$ cat src/rtl/result_denormalizer_pkg.sv
`default_nettype none
//==============================================================================
// Module      : result_denormalizer_pkg
// Description : Shared constants, FSM state encoding and helpers for the
//               result denormalizer and the angle normalizer.
// Revision    : 1.0 - initial release
//==============================================================================
package result_denormalizer_pkg;

    // FSM state encoding (explicit 3-bit width)
    typedef enum logic [2:0] {
        ST_IDLE   = 3'd0,
        ST_ROTATE = 3'd1,
        ST_LOAD   = 3'd2,
        ST_SHIFT  = 3'd3,
        ST_PACK   = 3'd4,
        ST_DONE   = 3'd5
    } state_t;

    // Q2.14 representation of 1.0
    localparam int          Q14_ONE       = 16384;
    // IEEE 754 single-precision exponent bias
    localparam int          FP32_EXP_BIAS = 127;
    // IEEE 754 positive zero
    localparam logic [31:0] FP32_ZERO     = 32'h0000_0000;

    // 16-bit two's complement negation; -(-32768) wraps to -32768
    function automatic logic [15:0] neg16(input logic [15:0] v);
        return (~v) + 16'd1;
    endfunction

endpackage : result_denormalizer_pkg
`default_nettype wire

$ cat src/rtl/result_denormalizer_quadrant_rotator.sv
`default_nettype none
//==============================================================================
// Module      : quadrant_rotator
// Description : Combinational quadrant un-reduction. k = (-flip) mod 4 picks
//               one of four swap/negate mappings of the (sin, cos) pair.
//               With ENABLE = 0 the pair passes through unchanged.
// Revision    : 1.0 - initial release
//==============================================================================
module quadrant_rotator
    import result_denormalizer_pkg::*;
#(
    parameter bit ENABLE = 1'b1
) (
    input  logic [15:0] i_sin,
    input  logic [15:0] i_cos,
    input  logic [3:0]  i_flip,
    output logic [15:0] o_sin,
    output logic [15:0] o_cos
);

    logic [3:0] w_neg_flip;
    logic [1:0] w_k;
    logic       w_unused_flip_hi;

    // Only the low two bits of the negated count select the quadrant
    assign w_neg_flip       = (~i_flip) + 4'd1;
    assign w_k              = ENABLE ? w_neg_flip[1:0] : 2'd0;
    assign w_unused_flip_hi = ^w_neg_flip[3:2];

    // Quarter-turn mapping of the reduced-angle results
    always_comb begin
        o_sin = i_sin;
        o_cos = i_cos;
        case (w_k)
            2'd0: begin
                o_sin = i_sin;
                o_cos = i_cos;
            end
            2'd1: begin
                o_sin = i_cos;
                o_cos = neg16(i_sin);
            end
            2'd2: begin
                o_sin = neg16(i_sin);
                o_cos = neg16(i_cos);
            end
            default: begin
                o_sin = neg16(i_cos);
                o_cos = i_sin;
            end
        endcase
    end

endmodule : quadrant_rotator
`default_nettype wire

$ cat src/rtl/result_denormalizer.sv
`default_nettype none
//==============================================================================
// Module      : result_denormalizer
// Description : Undoes the quadrant reduction on a Q2.14 sine/cosine pair and
//               converts both values to IEEE 754 single precision using one
//               shared shift-normalizer, sine first, then cosine.
//               Build option: RESULT_QUADRANT_EN enables the quadrant mapping;
//               without it flip is ignored (latency unchanged).
// Revision    : 1.0 - initial release
//==============================================================================
module result_denormalizer
    import result_denormalizer_pkg::*;
#(
    parameter int FRAC_BITS = $clog2(Q14_ONE),
    parameter int EXP_BIAS  = FP32_EXP_BIAS
) (
    input  logic        clk,
    input  logic        rst,
    input  logic        start,
    input  logic [15:0] sin_in,
    input  logic [15:0] cos_in,
    input  logic [3:0]  flip,
    output logic [31:0] sin_out,
    output logic [31:0] cos_out,
    output logic        valid,
    output logic        busy
);

    // Exponent of a magnitude whose bit 15 is set, before any normalizing shift
    localparam int          c_exp_init_i = EXP_BIAS + 15 - FRAC_BITS;
    localparam logic [7:0]  c_exp_init   = c_exp_init_i[7:0];

`ifdef RESULT_QUADRANT_EN
    localparam bit          c_quad_en    = 1'b1;
`else
    localparam bit          c_quad_en    = 1'b0;
`endif

    state_t      r_state;
    state_t      w_next;

    logic [15:0] r_sin;
    logic [15:0] r_cos;
    logic [3:0]  r_flip;
    logic        r_sel;
    logic        r_sign;
    logic [15:0] r_mag;
    logic [7:0]  r_exp;
    logic        r_zero;
    logic [31:0] r_sin_out;
    logic [31:0] r_cos_out;
    logic        r_valid;
    logic        r_busy;

    logic [15:0] w_sin_rot;
    logic [15:0] w_cos_rot;
    logic [15:0] w_op;
    logic [31:0] w_word;

    assign sin_out = r_sin_out;
    assign cos_out = r_cos_out;
    assign valid   = r_valid;
    assign busy    = r_busy;

    // Operand currently being normalized: sine first, then cosine
    assign w_op   = r_sel ? r_cos : r_sin;
    // Packed float; a zero operand always packs as +0 regardless of sign
    assign w_word = r_zero ? FP32_ZERO : {r_sign, r_exp, r_mag[14:0], 8'h00};

    quadrant_rotator #(
        .ENABLE (c_quad_en)
    ) u_quadrant_rotator (
        .i_sin  (r_sin),
        .i_cos  (r_cos),
        .i_flip (r_flip),
        .o_sin  (w_sin_rot),
        .o_cos  (w_cos_rot)
    );

    // State register
    always_ff @(posedge clk or posedge rst) begin
        if (rst) begin
            r_state <= ST_IDLE;
        end else begin
            r_state <= w_next;
        end
    end

    // Next-state logic
    always_comb begin
        w_next = r_state;
        case (r_state)
            ST_IDLE:   w_next = start ? ST_ROTATE : ST_IDLE;
            ST_ROTATE: w_next = ST_LOAD;
            ST_LOAD:   w_next = (w_op == 16'd0) ? ST_PACK : ST_SHIFT;
            ST_SHIFT:  w_next = r_mag[15] ? ST_PACK : ST_SHIFT;
            ST_PACK:   w_next = r_sel ? ST_DONE : ST_LOAD;
            ST_DONE:   w_next = ST_IDLE;
            default:   w_next = ST_IDLE;
        endcase
    end

    // Datapath: capture, rotate, split, normalize, pack
    always_ff @(posedge clk or posedge rst) begin
        if (rst) begin
            r_sin     <= 16'd0;
            r_cos     <= 16'd0;
            r_flip    <= 4'd0;
            r_sel     <= 1'b0;
            r_sign    <= 1'b0;
            r_mag     <= 16'd0;
            r_exp     <= 8'd0;
            r_zero    <= 1'b0;
            r_sin_out <= FP32_ZERO;
            r_cos_out <= FP32_ZERO;
            r_valid   <= 1'b0;
        end else begin
            case (r_state)
                ST_IDLE: begin
                    if (start) begin
                        r_sin   <= sin_in;
                        r_cos   <= cos_in;
                        r_flip  <= flip;
                        r_valid <= 1'b0;
                    end
                end
                ST_ROTATE: begin
                    r_sin <= w_sin_rot;
                    r_cos <= w_cos_rot;
                    r_sel <= 1'b0;
                end
                ST_LOAD: begin
                    r_sign <= w_op[15];
                    r_mag  <= w_op[15] ? neg16(w_op) : w_op;
                    r_exp  <= c_exp_init;
                    r_zero <= (w_op == 16'd0);
                end
                ST_SHIFT: begin
                    if (!r_mag[15]) begin
                        r_mag <= {r_mag[14:0], 1'b0};
                        r_exp <= r_exp - 8'd1;
                    end
                end
                ST_PACK: begin
                    if (r_sel) begin
                        r_cos_out <= w_word;
                    end else begin
                        r_sin_out <= w_word;
                    end
                    r_sel <= 1'b1;
                end
                ST_DONE: begin
                    r_valid <= 1'b1;
                end
                default: begin
                    r_sel <= 1'b0;
                end
            endcase
        end
    end

    // Busy is registered and follows the state being entered
    always_ff @(posedge clk or posedge rst) begin
        if (rst) begin
            r_busy <= 1'b0;
        end else begin
            r_busy <= (w_next != ST_IDLE);
        end
    end

endmodule : result_denormalizer
`default_nettype wire

$ cat config.mk
export PLATFORM = sky130hd
export DESIGN_NAME = result_denormalizer
export DESIGN_NICKNAME = d
export VERILOG_FILES = /design/src/rtl/result_denormalizer_pkg.sv /design/src/rtl/result_denormalizer_quadrant_rotator.sv /design/src/rtl/result_denormalizer.sv
export SDC_FILE = /design/constraint.sdc
export NUM_CORES = 1
export LEC_CHECK = 0
export CORE_MARGIN = 8
export CORE_UTILIZATION = 47
export CTS_CLUSTER_DIAMETER = 50
export DETAILED_ROUTE_END_ITERATION = 10
export PLACE_DENSITY = 0.86
export RECOVER_POWER = 25
export SYNTH_ARGS = -nofsm -noshare
export SYNTH_HDL_FRONTEND = slang
export SYNTH_SLANG_ARGS = --single-unit
$ cat constraint.sdc
create_clock -name clk -period 3.85 [get_ports clk]
set_clock_uncertainty 0.15 [all_clocks]
set_input_delay 0.5775 -clock clk [delete_from_list [all_inputs] [get_ports clk]]
set_output_delay 0.5775 -clock clk [all_outputs]
set_load 0.01 [all_outputs]
[After elaboration in Yosys (flattened, before gate mapping)]
Index checks and enable logic that the tools add are counted.
Operators by class
  add/sub/neg operators: 2
  bitwise operators: 2
  reductions and logical operators: 11
  eq/ne operators: 7
  muxes and demuxes: 15
Operator list (count)
  16-bit two-way mux: 3
  32-bit two-way mux: 1
  16-bit case mux with 2 select lines: 1
  16-bit by 1-bit adder with 16-bit output, second input constant: 1
  16-bit logical NOT: 1
  16-bit inverter: 1
  8-bit case mux with 2 select lines: 1
  3-bit case mux with 5 select lines: 1
  2-bit AND reduction: 5
  3-bit two-way mux: 3
  8-bit two-way mux: 1
  8-bit by 1-bit subtractor with 8-bit output, second input constant: 1
  3-bit by 2-bit == test with 1-bit output, second input constant: 2
  3-bit == test, second input constant: 2
  2-bit != test, second input constant: 2
  1-bit case mux with 2 select lines: 2
  2-bit nonzero test: 2
  4-bit OR reduction: 1
  3-bit by 1-bit == test with 1-bit output, second input constant: 1
  3-bit logical NOT: 1
  3-bit nonzero test: 1
  1-bit two-way mux: 2
  1-bit inverter: 1
Word-level totals
  register bits: 128
  input port bits: 39
  word-level logic and storage cells: 50

[Logic depth before layout (Yosys ltp)]
  depth after elaboration: 5
  mapped depth: 10
  depth with buffers taken out: 6

[Modules after synthesis]
From an unflattened synthesis, not the netlist that was laid out.
Unflattened totals
  cells, all modules: 613
  area, all modules: 5988.2 um2
Modules (own cells, without submodules)
  result_denormalizer: times used 1, sequential area each 2902.8 um2, area an instance 5748.0 um2, cells an instance 581
  quadrant_rotator: times used 1, sequential area each 0.0 um2, area an instance 240.2 um2, cells an instance 32

[Least setup slack after synthesis]
Ideal clock, no wire load.
  path type: register -> register
  start point: reg r_sel
  end point: reg r_state[0]
  clock period less this slack: 2295 ps
  arrival time: 2007 ps
  required time: 3562 ps
  path slack: 1555 ps
  cell stages (with the launch flop): 11
  path through: dfrtp_1 buf_6 buf_12 buf_6 buf_6 mux2i_1 ha_1 o21ai_2 nor2_1 a31oi_1 or4_1
Between the ends
  cells in the longest elaborated chain, start to end: 4
Ends and longest elaborated chain
  start, declared: RTL line result_denormalizer.sv:45  | logic r_sel;
  start signal, assigned: RTL line result_denormalizer.sv:109  | r_sel <= 1'b0;
  start signal, assigned: RTL line result_denormalizer.sv:130  | r_sel <= 1'b0;
  start signal, assigned: RTL line result_denormalizer.sv:150  | r_sel <= 1'b1;
  16-bit two-way mux: RTL line result_denormalizer.sv:66  | assign w_op = r_sel ? r_cos : r_sin;
  16-bit logical NOT: RTL line result_denormalizer.sv:95  | ST_LOAD: w_next = (w_op == 16'd0) ? ST_PACK : ST_SHIFT;
  3-bit two-way mux: RTL line result_denormalizer.sv:95
  3-bit case mux with 5 select lines *: RTL line result_denormalizer.sv:92  | case (r_state)
  net w_next[0]: RTL line result_denormalizer.sv:40  | state_t w_next;
  end signal, assigned: RTL line result_denormalizer.sv:85  | r_state <= w_next;
  end, declared: RTL line result_denormalizer.sv:39  | state_t r_state;
The timed path passes the listed nets; every way through them passes the cells marked *.
A chain may end at the register's enable or synchronous reset.

[Worst setup path in the final report]
  start point: reg r_sel
  end point: reg r_state[2]
Same word-level chain as after synthesis.

==> impl_results.md <==
* Status: finished clean
* Crit path from: r_sel$_DFFE_PP0N_
* Final Net Count at 630
* Placed Instance Area at 6280 sq um
* # IOs at 105
* ANT cells at 0
* Drt pass-1 iters at 4
* Clk sink count at 112
* CTS clk-pin slew, worst paths at 0.07 ns
* Row count at 39
* Max_slew headroom at 43.5%
* Reg2Reg Setup Slack at 1.08 ns
* Max-cap violations at 0
* Sequential-to-total area share from yosys stat at 51.7%
* Post-DRT Antenna Nets at 0
* Crit path buf inv count at 1
* Die Span X at 123 um
* Clock buffer depth at 2
* Total Routing Usage GR at 16.0%
* TritonCTS Buffers at 9
* Per-cell routed wire length at 16.0 um
* GPL Wtd Cong at 0.879
* Final setup viols at 0
* Crit path to: r_state[2]$_DFF_PP0_
* Unrepaired setup endpoints after global routing: false
* Drt total wl at 11800 um
* VDD IR max at 370 uV
* Delay-heaviest family, CP: simple AND/OR/NAND/NOR gates
* Crit-path slowest cell: clkbuf_1
* Critical Path AT at 2.84 ns
* PD cells at 838 nW/um^2
* Synthesis-stage register bit count at 112
* Reg-to-Reg End: r_state[2]$_DFF_PP0_
* Core area at 11300 sq um
* Max-slew violation count at 0
* PnR Total Power at 5.48 mW
* Die area at 15200 sq um
* Worst slew pin tran at 0.847 ns
* Leakage at 2.73 nW
* CTS Root Cell: clkbuf_16
* Max Freq at 0.361 GHz
* Hpwl dp at 8900 um
* Req. time, crit path at 3.92 ns
* Detailed Route Iter0 Violations at 320
* Total negative slack at 0 ns
* Filler cells at 963
* Latest clock arrival within the worst-skew pair at 0.34 ns
* CP max stage delay at 0.69 ns
* H-tree depth at 3
* Die height at 123 um
* Yosys warns at 0
* Via-to-Cell Ratio at 5.47
* CTS Hold Bufs at 0
* Worst r2r src: r_sel$_DFFE_PP0N_
* Worst hold path type: flop to flop
* Worst-path cell chain: clkbuf_1, nor4_1, a22oi_1, nor2_1, and4_1, or3_1
* Synth Cell Area at 5430 sq um
* Core Util, Final at 57.8%
* Unique masters post-synth at 58
* Final global-route overflow total at 0
* Final Instance Area at 6550 sq um
* Crit share post-route at 71.9%
* Layout cell share with drive strength beyond 1 at 12.8%
* CTS tree: built
* R2r worst-path depth at 6
* Initial antenna violation count at 0
* Synth async-reset ratio at 100%
* Area growth, synth to finish at 20.7%
* DRC violation count after routing at 0
* Worst hold slack at 0.335 ns
* Pin count of the biggest net entering global routing at 66
* Number of global-route vias before repair at 4023
* Final hold vios at 0
* Crit Path Class: flop to flop
* Routed via count at 4031
* Post-synthesis cell count at 517
* PortBufs at 84
* Initial core utilization at 47.9%
* First-pass GRT wire length at 19600 um
* Critical path depth at 6
* Worst setup EP type: flop
* Minimum clock period at 2.77 ns
* Post-synth EDFFs at 0
* Setup crit start kind: flop
* Post-synth top flop: dfrtp_1
* Avg Cell Area, Syn at 10.5 sq um
* Post-CTS sizing at 0
* Post-CTS setup buffer count at 0
* Critical Path Fanout Max at 15
==> Yosys cell counts, types with 2 or more instances <==
master | count | area share [%]
a21o_1 | 2 | 0.28
and3_1 | 2 | 0.23
nor4_1 | 7 | 0.81
nor3_1 | 7 | 0.65
o21ai_2 | 2 | 0.32
o211ai_1 | 2 | 0.28
mux2_2 | 34 | 7.1
or3_1 | 4 | 0.46
nor2b_1 | 2 | 0.23
o32ai_1 | 2 | 0.32
mux2_4 | 2 | 0.55
o21ai_1 | 17 | 1.6
buf_4 | 16 | 2.2
mux2i_1 | 16 | 3.0
nand2_1 | 71 | 4.9
o31ai_1 | 2 | 0.28
dfrtp_1 | 112 | 52
nand3_1 | 2 | 0.18
buf_6 | 3 | 0.62
nor2_1 | 24 | 1.7
clkbuf_1 | 15 | 1.0
nand2b_1 | 28 | 3.2
inv_1 | 8 | 0.55
xor2_1 | 3 | 0.48
buf_2 | 10 | 0.92
o21ai_0 | 52 | 4.8
nor3b_1 | 3 | 0.42
ha_1 | 2 | 0.46
a22oi_2 | 2 | 0.46
a21oi_1 | 16 | 1.5
a22oi_1 | 6 | 0.83
a31oi_1 | 2 | 0.23
xnor2_1 | 14 | 2.3
nor3_2 | 3 | 0.55
==> metal layers <==
| layer | up-vias | GRT usage, % | wire length, um |
|---|---|---|---|
| met3 | 21 | 3.79 | 954 |
| met5 | - | 0 | 0 |
| met1 | 1954 | 20.4 | 4940 |
| li1 | 1913 | - | - |
| met2 | 143 | 26.0 | 5630 |
| met4 | 0 | 5.49 | 240 |
==> worst min-delay path by stage <==
stage | startpoint | to | slack, ns | depth (start not counted)
after floorplan | r_sign$_DFFE_PP0P_ | r_sign$_DFFE_PP0P_ | 0.30 | 2
after global placement | cos_out[28]$_DFFE_PP0P_ | cos_out[28]$_DFFE_PP0P_ | 0.31 | 2
after detailed placement | sin_out[27]$_DFFE_PP0P_ | sin_out[27]$_DFFE_PP0P_ | 0.32 | 2
final | cos_out[12]$_DFFE_PP0P_ | cos_out[12]$_DFFE_PP0P_ | 0.33 | 2
after CTS | sin_out[27]$_DFFE_PP0P_ | sin_out[27]$_DFFE_PP0P_ | 0.34 | 2
after global routing | sin_out[21]$_DFFE_PP0P_ | sin_out[21]$_DFFE_PP0P_ | 0.36 | 2
==> layout make-up <==
| class | instances | area (sq um) | area share (%) |
|---|---|---|---|
| repair buffers | 91 | 890 | 13.6 |
| clock inverters | 7 | 46.3 | 0.707 |
| flip-flops and latches | 112 | 2800 | 42.8 |
| inverters | 8 | 32.5 | 0.497 |
| multi-input cells | 367 | 2370 | 36.2 |
| well taps | 143 | 179 | 2.73 |
| clock buffers | 9 | 225 | 3.44 |
==> stage by stage <==
stage,instances,worst slack (ns)
final,737,1.08
after global routing,737,0.922
after CTS,737,1.50
after detailed placement,721,1.54
after global placement,721,1.59
after floorplan,532,0.163
==> worst min-delay path: cells and delay by family, from the launching register on <==
kind | cells | cell delay (ns)
and+or+nand+nor | 1 | 0.04
DFF | 1 | 0.35
AOI/OAI and AO/OA | 1 | 0.06
==> cells by family (layout without fill, tap and decap cells) <==
logic type / Yosys count / in the layout / share of synthesized area (%)
muxes: 54 / 54 / 11.2
other: 1 / 16 / 0.0691
xor gates and xnor gates: 17 / 17 / 2.74
AOI/OAI and AO/OA: 117 / 117 / 13.0
DFF: 112 / 112 / 51.7
buffers and inverters: 53 / 115 / 5.72
and+or+nand+nor: 161 / 161 / 15.1
adders and majority gates: 2 / 2 / 0.461
==> layout by cell type (no fill, tap or decap), types with 3 or more instances in the layout <==
cell,n
a21oi_1,16
a22oi_1,6
buf_4,6
clkbuf_16,9
clkdlybuf4s50_1,82
clkinv_2,3
clkinvlp_4,3
conb_1,16
dfrtp_1,112
inv_1,7
mux2_2,34
mux2i_1,16
nand2_1,71
nand2b_1,28
nor2_1,23
nor3_1,7
nor3_2,3
nor3b_1,3
nor4_1,7
o21ai_0,52
o21ai_1,17
or3_1,4
xnor2_1,14
xor2_1,3
==> flip-flops by register name, indices dropped and copies added, names as in the netlist <==
name / count
busy: 1
cos_out: 24
r_cos: 16
r_exp: 8
r_mag: 16
r_sel: 1
r_sign: 1
r_sin: 16
r_state: 3
r_zero: 1
sin_out: 24
valid: 1
==> power by group <==
group / switching, mW / internal (mW) / total [mW]
Sequential: 0.492 / 1.69 / 2.18
Combinational: 1.23 / 1.22 / 2.44
Clock: 0.420 / 0.438 / 0.858
Total: 2.14 / 3.34 / 5.48
No activity file was read; power rests on OpenSTA's default activity.
